--- src/rtl/fifo_pack_flush.sv ---
`default_nettype none
// ============================================================================
// Module   : fifo_pack_flush
// Purpose  : Packing FIFO. It collects PACK narrow IN_W-bit beats (lane 0
//            first) into one OUT_W-bit row and stores up to DEPTH rows.
//            Both sides use ready/valid handshakes. A flush request pads
//            the partial row with PAD_VAL lanes and commits it. The FIFO
//            then drains every committed row and pulses flush_done_o.
// Ports    : clk, reset (async, active-low)
//            wr_valid_i / wr_data_i / wr_ready_o  - narrow write side
//            rd_valid_o / rd_data_o / rd_ready_i  - wide read side
//            flush_i, flush_busy_o, flush_done_o  - flush control
//            level_o, empty_o, full_o             - occupancy status
//            rd_lane_vld_o (FIFO_PACK_LANE_MASK_EN only) - per-lane written mask
// Options  : define FIFO_PACK_LANE_MASK_EN to add the per-row lane mask.
// Revision : 1.0 - initial release
// ============================================================================
module fifo_pack_flush #(
  parameter int              IN_W    = 4,
  parameter int              PACK    = 8,
  parameter int              DEPTH   = 4,
  parameter logic [IN_W-1:0] PAD_VAL = IN_W'(4'hC),
  localparam int             OUT_W   = IN_W * PACK,
  localparam int             LW      = $clog2(DEPTH) + 1
) (
  input  logic             clk,
  input  logic             reset,
  input  logic             wr_valid_i,
  input  logic [IN_W-1:0]  wr_data_i,
  output logic             wr_ready_o,
  output logic             rd_valid_o,
  input  logic             rd_ready_i,
  output logic [OUT_W-1:0] rd_data_o,
  input  logic             flush_i,
  output logic             flush_busy_o,
  output logic             flush_done_o,
  output logic [LW-1:0]    level_o,
  output logic             empty_o,
  output logic             full_o
`ifdef FIFO_PACK_LANE_MASK_EN
  ,
  output logic [PACK-1:0]  rd_lane_vld_o
`endif
);

  localparam int CW = (PACK > 1) ? $clog2(PACK) : 1;
  localparam int AW = $clog2(DEPTH);

  typedef enum logic [1:0] {
    ST_IDLE  = 2'd0,
    ST_DRAIN = 2'd1,
    ST_DONE  = 2'd2
  } state_t;

  state_t          state_q, state_d;
  logic [CW-1:0]   col_q, col_d, col_after;
  logic [AW-1:0]   wr_row_q, wr_row_d, rd_row_q, rd_row_d;
  logic [LW-1:0]   level_q, level_d, drain_q, drain_d;
  logic [OUT_W-1:0] mem_q [DEPTH];

  logic            wr_fire, rd_fire, flush_go, row_done, pad, commit;
  logic [PACK-1:0] lane_data_we, lane_pad_we;

  assign full_o       = (level_q == LW'(DEPTH));
  assign empty_o      = (level_q == '0) && (col_q == '0);
  assign level_o      = level_q;
  assign wr_ready_o   = !full_o && (state_q == ST_IDLE);
  assign rd_valid_o   = (level_q != '0);
  assign rd_data_o    = mem_q[rd_row_q];
  assign flush_busy_o = (state_q != ST_IDLE);

  assign wr_fire  = wr_valid_i && wr_ready_o;
  assign rd_fire  = rd_valid_o && rd_ready_i;
  assign flush_go = flush_i && (state_q == ST_IDLE);
  assign row_done = wr_fire && (col_q == CW'(PACK - 1));

  // Column position once any same-cycle beat has landed; the pad decision
  // looks at this so a beat that completes the row suppresses padding.
  assign col_after = wr_fire ? (row_done ? '0 : col_q + 1'b1) : col_q;
  assign pad       = flush_go && (col_after != '0);
  assign commit    = row_done || pad;

  // Per-lane write enables: the data beat goes into lane col_q, and padding
  // fills every lane from col_after upwards. The two ranges never overlap.
  for (genvar l = 0; l < PACK; l++) begin : g_lane
    assign lane_data_we[l] = wr_fire && (col_q == CW'(l));
    assign lane_pad_we[l]  = pad && (CW'(l) >= col_after);
  end

  always_comb begin
    col_d    = pad ? '0 : col_after;
    wr_row_d = commit  ? wr_row_q + 1'b1 : wr_row_q;
    rd_row_d = rd_fire ? rd_row_q + 1'b1 : rd_row_q;
    level_d  = level_q + LW'(commit) - LW'(rd_fire);
  end

  always_comb begin
    state_d      = state_q;
    drain_d      = drain_q;
    flush_done_o = 1'b0;
    case (state_q)
      ST_IDLE: begin
        if (flush_go) begin
          state_d = ST_DRAIN;
          drain_d = level_d;   // already includes the pad commit and any read
        end
      end
      ST_DRAIN: begin
        if (rd_fire) drain_d = drain_q - 1'b1;
        if ((drain_q == '0) || (rd_fire && (drain_q == LW'(1)))) state_d = ST_DONE;
      end
      ST_DONE: begin
        flush_done_o = 1'b1;
        state_d      = ST_IDLE;
      end
      default: state_d = ST_IDLE;
    endcase
  end

  always_ff @(posedge clk or negedge reset) begin
    if (!reset) begin
      state_q  <= ST_IDLE;
      col_q    <= '0;
      wr_row_q <= '0;
      rd_row_q <= '0;
      level_q  <= '0;
      drain_q  <= '0;
    end else begin
      state_q  <= state_d;
      col_q    <= col_d;
      wr_row_q <= wr_row_d;
      rd_row_q <= rd_row_d;
      level_q  <= level_d;
      drain_q  <= drain_d;
    end
  end

  // Row storage is deliberately left without reset.
  always_ff @(posedge clk) begin
    for (int l = 0; l < PACK; l++) begin
      if (lane_data_we[l])
        mem_q[wr_row_q][l*IN_W +: IN_W] <= wr_data_i;
      else if (lane_pad_we[l])
        mem_q[wr_row_q][l*IN_W +: IN_W] <= PAD_VAL;
    end
  end

`ifdef FIFO_PACK_LANE_MASK_EN
  logic [PACK-1:0] mask_q [DEPTH];

  always_ff @(posedge clk) begin
    for (int l = 0; l < PACK; l++) begin
      if (lane_data_we[l] || lane_pad_we[l])
        mask_q[wr_row_q][l] <= lane_data_we[l];
    end
  end

  assign rd_lane_vld_o = mask_q[rd_row_q];
`endif

endmodule
`default_nettype wire

--- config.mk ---
export PLATFORM = sky130hd
export DESIGN_NAME = fifo_pack_flush
export DESIGN_NICKNAME = d
export VERILOG_FILES = /design/src/rtl/fifo_pack_flush.sv
export SDC_FILE = /design/constraint.sdc
export NUM_CORES = 1
export LEC_CHECK = 0
export BUFFER_PORTS_ARGS = -buffer_cell sky130_fd_sc_hd__buf_2
export CORE_UTILIZATION = 64
export CTS_CLUSTER_SIZE = 40
export DETAILED_ROUTE_END_ITERATION = 8
export GPL_TIMING_DRIVEN = 0
export HOLD_SLACK_MARGIN = 0.06
export PLACE_DENSITY = 0.8
export RECOVER_POWER = 100
export SLEW_MARGIN = 20
export SYNTH_ARGS = -nofsm -noshare
export SYNTH_HDL_FRONTEND = slang
export SYNTH_SLANG_ARGS = --single-unit
--- constraint.sdc ---
create_clock -name clk -period 7 [get_ports clk]
set_clock_uncertainty 0.1 [all_clocks]
set_input_delay 1.4 -clock clk [delete_from_list [all_inputs] [get_ports clk]]
set_output_delay 1.4 -clock clk [all_outputs]
set_load 0.02 [all_outputs]
==> results of run 1 <==
registers in the layout, summed over array words and instances (netlist names):
signal    flops
wr_row_q      2
drain_q       3
rd_row_q      2
mem_q       128
col_q         3
state_q       2
level_o       3
power by group through the flow:
stage | Clock [uW] | Combinational [uW] | Sequential [uW]
floorplan | 0 | 1000 | 1180
global placement | 0 | 1380 | 1180
detailed placement | 0 | 1400 | 1190
CTS | 945 | 1420 | 1180
global route | 979 | 1480 | 1190
finish | 941 | 1370 | 1180
tightest hold or removal path: stages, from the launching register on:
cell and delay (ns):
dfrtp_1 0.36, nand2_1 0.06, o221ai_1 0.07
cells in the mapped netlist (5+ instances only):
library cell,instances
ha_1,15
inv_1,18
nand2b_1,7
nand2_1,23
nand3_1,5
edfxtp_1,128
a31oi_1,11
dfrtp_1,15
and2_1,11
nor2_1,13
a21boi_0,6
o22ai_1,5
buf_2,8
nor2b_1,9
and3_1,6
a21oi_1,13
a21o_1,9
mux4_2,32
clkbuf_1,17
worst max path at each step:
stage and endpoint:
6_report rd_data_o[3], 5_1_grt drain_q[2], 4_1_cts rd_data_o[3], 3_5_place_dp drain_q[2], 3_3_place_gp drain_q[2], 2_1_floorplan drain_q[2]
metrics by stage:
| step | total power [uW] | cells |
|---|---|---|
| after floorplan | 2182 | 417 |
| after global placement | 2557 | 599 |
| after detailed placement | 2593 | 599 |
| after CTS | 3541 | 630 |
| after global routing | 3651 | 630 |
| final | 3488 | 630 |
layout make-up:
type,instances,area [um2]
flip-flops and latches,143,4219
fillers,625,2362
multi-input cells,228,2079
clock buffers,19,421.7
repair buffers,49,195.2
clock inverters,12,191.4
well taps,133,166.4
plain buffers,27,111.4
inverters,19,72.57
cell families after synthesis:
family,synth area share (%)
buffers and inverters,3.100
AO/OA/AOI/OAI,8.917
XOR/XNOR,0.8037
adder cells (fa/ha/maj),3.176
multiplexers,11.19
AND/OR/NAND/NOR,8.286
flip-flops,64.52
layer usage:
layer / up-vias / global-route usage (%) / part of all wire, %
met5: - / 0 / 0
met3: 44 / 6.712 / 7.3
li1: 1773 / - / -
met1: 2038 / 40.19 / 40
met2: 232 / 48.77 / 49
met4: 0 / 12.46 / 3.0
==> impl_metrics.py, run 1 <==
metrics = {
    "worst_setup_path": {
        "critPathTopFamily": "buffers and inverters",
        "crit_path_end_kind": "output pin",
        "cp_common_cell": "clkbuf_1",
        "crit_type": "register to output pin",
        "critPathBufInv": 3,
        "critPathRequiredTime_ns": 5.50,
        "crit_chain": "clkbuf_1, clkbuf_1, mux4_2, clkbuf_1",
        "cp.depth": 4,
        "reg2regPathDepth": 16,
        "reg2reg_slack_ns": 2.74,
        "r2r_end": "drain_q[2]",
        "crit_arrival_ns": 2.88,
        "start_kind": "register",
        "cp_slowest_cell": "clkbuf_1",
        "startpoint": "rd_row_q[0]",
        "r2r_start": "col_q[0]",
        "critPathMaxStageDelay_ns": 0.77,
        "cp_max_fo": 10,
    },
    "synthesis": {
        "synth_area_leaders": "edfxtp_1 59%, mux4_2 11%, dfrtp_1 5.7%, ha_1 2.9%, nand2_1 1.3%",
        "avgSynthCellArea_um2": 15.68,
        "yosysSeqAreaShare_pct": 64.52,
        "yosysWarningCount": 0,
        "ys_async_sr_fraction_pct": 10.49,
        "synth_edf_count": 128,
        "syn_nets": 442,
        "synth_seq_cells": 143,
        "synthFlopType": "edfxtp_1",
        "syn_inst": 417,
        "syn-cell-area_mm2": 0.006539,
        "synth_top_area_share_pct": 58.78,
        "synth_top_area_cell": "edfxtp_1",
        "synth_cell_types": 56,
    },
    "final_layout": {
        "insertedDiodeCount": 0,
        "mostFrequentLayoutCell": "edfxtp_1",
        "layout.nets": 510,
        "final_area_mm2": 0.007457,
        "layout-drive-gt1-share_pct": 16.50,
        "utilization_pct": 75.94,
        "final_cell_mix": "128 x edfxtp_1, 66 x clkbuf_1, 32 x mux4_2, 23 x nand2_1, 18 x inv_1",
        "area_growth_pct": 14.05,
    },
    "detailed_routing": {
        "vias": 4087,
        "wl_mm": 14.55,
        "route.detailed.drc": 0,
        "drt_iter0_markers": 391,
        "drt_first_pass_iters": 7,
        "viasPerCell": 6.487,
        "drtAntennaViolNets": 0,
        "wl_per_cell_um": 23.10,
    },
    "power_and_ir_drop": {
        "p_comb_share_pct": 39.3,
        "power.share.switching_pct": 37.32,
        "switchingPower_uw": 1302,
        "ir_drop_mv": 0.2722,
        "p_leak_uw": 0.002540,
        "p_int_uw": 2187,
        "clockPowerShare_pct": 27.0,
        "p_seq_share_pct": 33.8,
        "pwr_density_cell_mw_per_mm2": 467.8,
    },
    "cts": {
        "cts_tree": "yes",
        "postCtsHoldBufs": 0,
        "insertion_delay_ns": 0.51,
        "clockBufferDepth": 2,
        "clock-root-buffer": "clkbuf_8",
        "cts_made_buffers": 17,
        "cts_setup_buffers": 0,
        "htree_num_levels": 4,
        "numClockSinks": 143,
        "ctsResizeCount": 0,
        "clk_pin_slew_worst_paths_ns": 0.06,
    },
    "global_route": {
        "grt_usage_pct": 30.18,
        "grt_max_degree": 17,
        "gr-total-overflow": 0,
        "grt_pass1_vias": 4157,
        "grt_pass1_wl_mm": 22.47,
        "antenna_found_initial": 0,
    },
    "timing": {
        "hold_viol": 0,
        "timing.final.crit_share_pct": 62.56,
        "whs_ns": 0.4240,
        "fmax_mhz": 228.3,
        "tns_ns": 0,
        "tightest_slew_ns": 0.9949,
        "max_slew_margin_pct": 31.96,
        "min_period_ns": 4.379,
        "fin_ws_ns": 2.621,
        "setup_viol": 0,
        "final_max_slew_viol_count": 0,
        "grt_setup_unrepaired": "no",
    },
    "place": {
        "dpl_cell_area_mm2": 0.006950,
        "place_congestion": 0.9867,
        "place_ws_ns": 2.648,
        "port_buffers": 49,
        "hpwl_mm": 9.916,
    },
    "die": {
        "start_util_pct": 66.59,
        "die_x_um": 103.1,
        "ios": 50,
        "core_area_mm2": 0.009819,
        "row_count": 36,
        "die-area_mm2": 0.01063,
        "die_h_um": 103.1,
    },
    "run": {
        "drv_cap": 0,
    },
    "hold_path": {
        "worstHoldStart": "drain_q[1]",
        "hold_path.class": "register to register",
        "holdPathStages": 2,
        "holdPathEnd": "drain_q[1]",
    },
    "run_status": {
        "status": "finished, final reports clean",
    },
}
(Power assumes the default switching activity.)
==> run 2, diff against run 1 <==
--- a/config.mk
+++ b/config.mk
@@ -5,13 +5,14 @@
 export SDC_FILE = /design/constraint.sdc
 export NUM_CORES = 1
 export LEC_CHECK = 0
+export ABC_AREA = 1
 export BUFFER_PORTS_ARGS = -buffer_cell sky130_fd_sc_hd__buf_2
-export CORE_UTILIZATION = 64
+export CORE_UTILIZATION = 60
 export CTS_CLUSTER_SIZE = 40
 export DETAILED_ROUTE_END_ITERATION = 8
 export GPL_TIMING_DRIVEN = 0
 export HOLD_SLACK_MARGIN = 0.06
-export PLACE_DENSITY = 0.8
+export PLACE_DENSITY = 0.76
 export RECOVER_POWER = 100
 export SLEW_MARGIN = 20
 export SYNTH_ARGS = -nofsm -noshare
==> constraint.sdc (replaced) <==
create_clock -name clk -period 4.13 [get_ports clk]
set_clock_uncertainty 0.1 [all_clocks]
set_input_delay 0.826 -clock clk [delete_from_list [all_inputs] [get_ports clk]]
set_output_delay 0.826 -clock clk [all_outputs]
set_load 0.02 [all_outputs]
==> impl_metrics.py, run 2 <==
metrics = {
    "run_status": {
        "status": "finished, final reports clean",
    },
    "timing": {
        "whs_ns": 0.3313,
        "timing.final.crit_share_pct": 86.98,
        "grt_setup_unrepaired": "no",
        "tightest_slew_ns": 0.9839,
        "fmax_mhz": 278.4,
        "fin_ws_ns": 0.5378,
        "max_slew_margin_pct": 34.41,
        "final_max_slew_viol_count": 0,
        "tns_ns": 0,
        "setup_viol": 0,
        "min_period_ns": 3.592,
        "hold_viol": 0,
    },
    "global_route": {
        "antenna_found_initial": 0,
        "grt_usage_pct": 27.93,
        "grt_pass1_vias": 4434,
        "grt_pass1_wl_mm": 22.71,
        "grt_max_degree": 17,
        "gr-total-overflow": 0,
    },
    "worst_setup_path": {
        "crit_path_end": "rd_data_o[22]",
        "start_kind": "register",
        "reg2reg_slack_ns": 0.65,
        "crit_arrival_ns": 2.67,
        "reg2regPathDepth": 18,
        "cp_max_fo": 10,
        "r2r_start": "col_q[0]",
        "crit_type": "register to output pin",
        "r2r_end": "drain_q[2]",
        "crit_path_end_kind": "output pin",
        "startpoint": "rd_row_q[0]",
        "critPathRequiredTime_ns": 3.20,
    },
    "synthesis": {
        "synthFlopType": "edfxtp_1",
        "avgSynthCellArea_um2": 11.38,
        "syn-cell-area_mm2": 0.006282,
        "synth_top_area_cell": "edfxtp_1",
        "post-synth-top-count-cell": "edfxtp_1",
        "synth_cell_types": 28,
        "synth_area_leaders": "edfxtp_1 61%, dfrtp_1 6.0%, nor2_1 5.9%, o21ai_0 5.6%, o22ai_1 3.2%",
        "yosysSeqAreaShare_pct": 67.16,
        "syn_inst": 552,
        "syn_nets": 577,
        "synth_top_area_share_pct": 61.18,
        "synth_edf_count": 128,
        "yosysWarningCount": 0,
        "synth_seq_cells": 143,
        "synthTopCellsByCount": "128 x edfxtp_1, 98 x nor2_1, 70 x o21ai_0",
        "ys_async_sr_fraction_pct": 10.49,
    },
    "detailed_routing": {
        "route.detailed.drc": 0,
        "drt_iter0_markers": 321,
        "wl_mm": 14.37,
        "vias": 4466,
        "viasPerCell": 5.838,
        "wl_per_cell_um": 18.78,
        "drtAntennaViolNets": 0,
        "drt_first_pass_iters": 5,
    },
    "final_layout": {
        "largest_reg_flops": 128,
        "mostFrequentLayoutCell": "edfxtp_1",
        "layout.cells.non_filler": 765,
        "final_cell_mix": "128 x edfxtp_1, 101 x nor2_1, 70 x o21ai_0, 64 x clkbuf_1, 59 x nand2_1",
        "nFillCells": 727,
        "layout.nets": 644,
        "layout-drive-gt1-share_pct": 7.437,
        "regMostFlops": "mem_q",
        "area_growth_pct": 14.32,
        "insertedDiodeCount": 0,
    },
    "cts": {
        "htree_num_levels": 4,
        "insertion_delay_ns": 0.53,
        "clockBufferDepth": 2,
        "cts_tree": "yes",
        "clock-root-buffer": "clkbuf_8",
        "numClockSinks": 143,
        "cts_setup_buffers": 0,
        "ctsResizeCount": 0,
        "cts_made_buffers": 17,
        "clk_pin_slew_worst_paths_ns": 0.06,
        "postCtsHoldBufs": 0,
    },
    "place": {
        "place_congestion": 0.8930,
        "port_buffers": 48,
        "hpwl_mm": 9.596,
        "place_ws_ns": 0.7837,
        "place_inst": 733,
    },
    "die": {
        "start_util_pct": 63.11,
        "row_count": 36,
        "die-area_mm2": 0.01088,
        "ios": 50,
        "core_area_mm2": 0.009955,
        "die_x_um": 104.3,
        "die_h_um": 104.3,
    },
    "power_and_ir_drop": {
        "ir_drop_mv": 0.5165,
        "clockPowerShare_pct": 26.6,
        "pwr_density_cell_mw_per_mm2": 845.2,
        "p_leak_uw": 0.002693,
        "power.share.switching_pct": 40.98,
        "p_comb_share_pct": 39.8,
        "p_seq_share_pct": 33.6,
        "p_int_uw": 3582,
        "switchingPower_uw": 2488,
    },
    "run": {
        "drv_cap": 0,
    },
    "hold_path": {
        "hold_path.class": "primary input to asynchronous set/reset pin",
    },
}
==> run 2: cell types whose count changed in the layout (fill, tap and decap cells not counted), moves of 10 or more <==
cell | before | now
and2_0 | 10 | 0
o22ai_1 | 5 | 32
nand2_1 | 23 | 59
a31oi_1 | 11 | 0
inv_1 | 18 | 48
nand3_1 | 6 | 16
o21ai_0 | 4 | 70
mux4_2 | 32 | 0
nor2_1 | 14 | 101
==> run 2: critical path, cell delays in order (launching register included) <==
cell      delay, ns
dfrtp_1        0.41
clkbuf_1       0.25
inv_1          0.13
buf_2          0.23
clkbuf_1       0.46
nor2_1         0.09
o22ai_1        0.30
clkbuf_1       0.27
==> run 2: layer usage <==
layer	vias up	GRT usage (%)	wire length, um
met2	217	45.84	7138
met4	0	10.82	285
met5	-	0	0
li1	2074	-	-
met3	30	6.015	1163
met1	2145	36.51	5777
==> run 2: power groups by stage <==
| stage | registers, uW | logic [uW] | clock network, uW |
|---|---|---|---|
| finish | 2040 | 2420 | 1610 |
| global route | 2060 | 2660 | 1680 |
| CTS | 2050 | 2530 | 1620 |
| detailed placement | 2070 | 2510 | 0 |
| global placement | 2060 | 2430 | 0 |
| floorplan | 2060 | 1720 | 0 |
==> run 2: through the flow <==
step | total power, uW | util [%] | cell area [um2]
floorplan | 3781 | - | 6282
global placement | 4490 | 67.19 | 6689
CTS | 6196 | 73.52 | 7318
global route | 6402 | 72.15 | 7182
detailed placement | 4582 | 67.19 | 6689
finish | 6070 | 72.15 | 7182
==> run 2: worst min-delay path by stage <==
stage	startpoint	endpoint	slack, ns	depth (start not counted)
final	reset	col_q[1]	0.33	1
after global routing	reset	state_q[0]	0.38	1
after CTS	reset	col_q[0]	0.13	1
after detailed placement	drain_q[1]	drain_q[1]	0.46	2
after global placement	drain_q[2]	drain_q[2]	0.45	2
after floorplan	drain_q[2]	drain_q[2]	0.42	2
==> run 2: area by class of cell <==
cell class,instances,area [um2],share of cell area [%]
clock inverters,15,215.2,2.997
inverters,50,187.7,2.613
repair buffers,48,188.9,2.631
plain buffers,26,103.9,1.446
clock buffers,17,414.1,5.767
flip-flops and latches,143,4219,58.75
multi-input cells,333,1687,23.48
well taps,133,166.4,2.317
==> run 2: cells by family after synthesis <==
kind of cell	count (synthesis)	share of synthesized area [%]
compound gates	123	10.58
xor+xnor	3	0.4183
fa+ha+maj	16	3.306
buf+inv	76	4.700
flops	143	67.16
simple gates	191	13.84
==> run 3, diff against run 2 <==
--- a/config.mk
+++ b/config.mk
@@ -5,7 +5,6 @@
 export SDC_FILE = /design/constraint.sdc
 export NUM_CORES = 1
 export LEC_CHECK = 0
-export ABC_AREA = 1
 export BUFFER_PORTS_ARGS = -buffer_cell sky130_fd_sc_hd__buf_2
 export CORE_UTILIZATION = 60
 export CTS_CLUSTER_SIZE = 40
==> impl_metrics.py, run 3 (synthesis results as in run 1) <==
metrics = {
    "final_layout": {
        "layout-drive-gt1-share_pct": 24.95,
        "nFillCells": 700,
        "insertedDiodeCount": 0,
        "final_area_mm2": 0.007530,
        "mostFrequentLayoutCell": "edfxtp_1",
        "area_growth_pct": 15.15,
        "final_cell_mix": "128 x edfxtp_1, 46 x buf_2, 32 x mux4_2, 28 x clkbuf_1, 23 x nand2_1",
        "layout.nets": 510,
        "regMostFlops": "mem_q",
        "multi_input_comb_area_mm2": 0.002118,
        "regArea_mm2": 0.004219,
        "largest_reg_flops": 128,
    },
    "place": {
        "place_congestion": 0.9885,
        "hpwl_mm": 9.714,
        "place_ws_ns": 0.3573,
        "port_buffers": 49,
        "dpl_cell_area_mm2": 0.006954,
    },
    "global_route": {
        "antenna_found_initial": 0,
        "gr-total-overflow": 0,
        "grt_usage_pct": 27.80,
        "grt_max_degree": 17,
        "grt_pass1_vias": 4017,
        "grt_pass1_wl_mm": 22.25,
    },
    "worst_setup_path": {
        "reg2reg_slack_ns": 0.35,
        "critPathRequiredTime_ns": 4.48,
        "reg2regPathDepth": 16,
        "crit_path_end_kind": "register",
        "cp_max_fo": 10,
        "crit_type": "register to register",
        "start_kind": "register",
        "crit_arrival_ns": 4.13,
        "r2r_end": "drain_q[2]",
        "r2r_start": "col_q[1]",
    },
    "cts": {
        "numClockSinks": 143,
        "insertion_delay_ns": 0.52,
        "clock-root-buffer": "clkbuf_8",
        "clk_pin_slew_worst_paths_ns": 0.06,
        "htree_num_levels": 4,
        "ctsResizeCount": 0,
        "cts_made_buffers": 17,
        "postCtsHoldBufs": 0,
        "cts_tree": "yes",
        "cts_setup_buffers": 0,
        "clockBufferDepth": 2,
    },
    "timing": {
        "fmax_mhz": 264.6,
        "min_period_ns": 3.779,
        "max_slew_margin_pct": 29.02,
        "timing.final.crit_share_pct": 91.49,
        "setup_viol": 0,
        "tns_ns": 0,
        "tightest_slew_ns": 1.062,
        "grt_setup_unrepaired": "no",
        "fin_ws_ns": 0.3513,
        "whs_ns": 0.3231,
        "hold_viol": 0,
        "final_max_slew_viol_count": 0,
    },
    "detailed_routing": {
        "route.detailed.drc": 0,
        "wl_per_cell_um": 22.81,
        "viasPerCell": 6.351,
        "drtAntennaViolNets": 0,
        "drt_iter0_markers": 452,
        "drt_first_pass_iters": 5,
        "vias": 4020,
        "wl_mm": 14.44,
    },
    "die": {
        "row_count": 37,
        "die_h_um": 106.4,
        "die_x_um": 106.4,
        "core_area_mm2": 0.01046,
        "start_util_pct": 62.50,
        "die-area_mm2": 0.01132,
        "ios": 50,
    },
    "power_and_ir_drop": {
        "pwr_density_cell_mw_per_mm2": 784.0,
        "ir_drop_mv": 0.5584,
        "p_leak_uw": 0.002654,
        "finalPower_uw": 5904,
    },
    "run": {
        "drv_cap": 0,
    },
    "run_status": {
        "status": "finished, final reports clean",
    },
    "hold_path": {
        "hold_path.class": "primary input to asynchronous set/reset pin",
    },
}
run 3: changes by cell type in the layout (fill, tap and decap cells not counted), moves of 27 or more:
| cell | change |
|---|---|
| o22ai_1 | -27 |
| o21ai_0 | -67 |
| inv_1 | -30 |
| nor2_1 | -88 |
| mux4_2 | +32 |
| buf_2 | +37 |
| nand2_1 | -36 |
| clkbuf_1 | -36 |
run 3: per-layer routing:
| layer | wire length [um] | up-vias | global-route usage (%) |
|---|---|---|---|
| met2 | 7128 | 195 | 43.41 |
| met5 | 0 | - | 0 |
| li1 | - | 1771 | - |
| met3 | 1166 | 29 | 8.829 |
| met1 | 5781 | 2025 | 36.64 |
| met4 | 364 | 0 | 10.71 |
run 3: where the power goes:
group	internal (uW)	leakage [uW]	switching, uW
Sequential	1880	0.00134	111
Combinational	869	0.00103	1520
Clock	965	0.000285	556
run 3: worst max path at each step:
stage / slack [ns] / to / start
after detailed placement: 0.36 / drain_q[2] / col_q[1]
final: 0.35 / drain_q[2] / col_q[1]
after global routing: 0.04 / drain_q[2] / col_q[1]
after floorplan: 0.82 / drain_q[2] / col_q[1]
after CTS: 0.35 / drain_q[2] / col_q[1]
after global placement: 0.40 / drain_q[2] / col_q[1]
run 3: cell type report:
| cell class | instances | share of cell area, % |
|---|---|---|
| sequential | 143 | 56.03 |
| multi-input combinational | 228 | 28.13 |
| clock buffer | 17 | 5.500 |
| timing repair buffer | 49 | 3.091 |
| clock inverter | 14 | 2.310 |
| tap | 136 | 2.260 |
| buffer | 27 | 1.662 |
| inverter | 19 | 1.014 |
run 3: worst max-delay path, stage by stage, from the launching register on:
cell       delay, ns
dfrtp_1         0.37
clkbuf_1        0.34
inv_1           0.18
ha_1            0.34
clkbuf_1        0.36
o2111ai_2       0.29
nand3_2         0.23
inv_1           0.06
ha_1            0.27
inv_1           0.06
ha_1            0.12
inv_1           0.04
fa_1            0.37
xnor2_1         0.17
xnor2_1         0.15
o21ai_0         0.10
a21oi_1         0.13
run 3: per-stage QoR:
stage,std cells,util [%]
global placement,602,66.47
finish,633,71.97
detailed placement,602,66.47
floorplan,417,-
CTS,633,72.09
global route,633,71.97
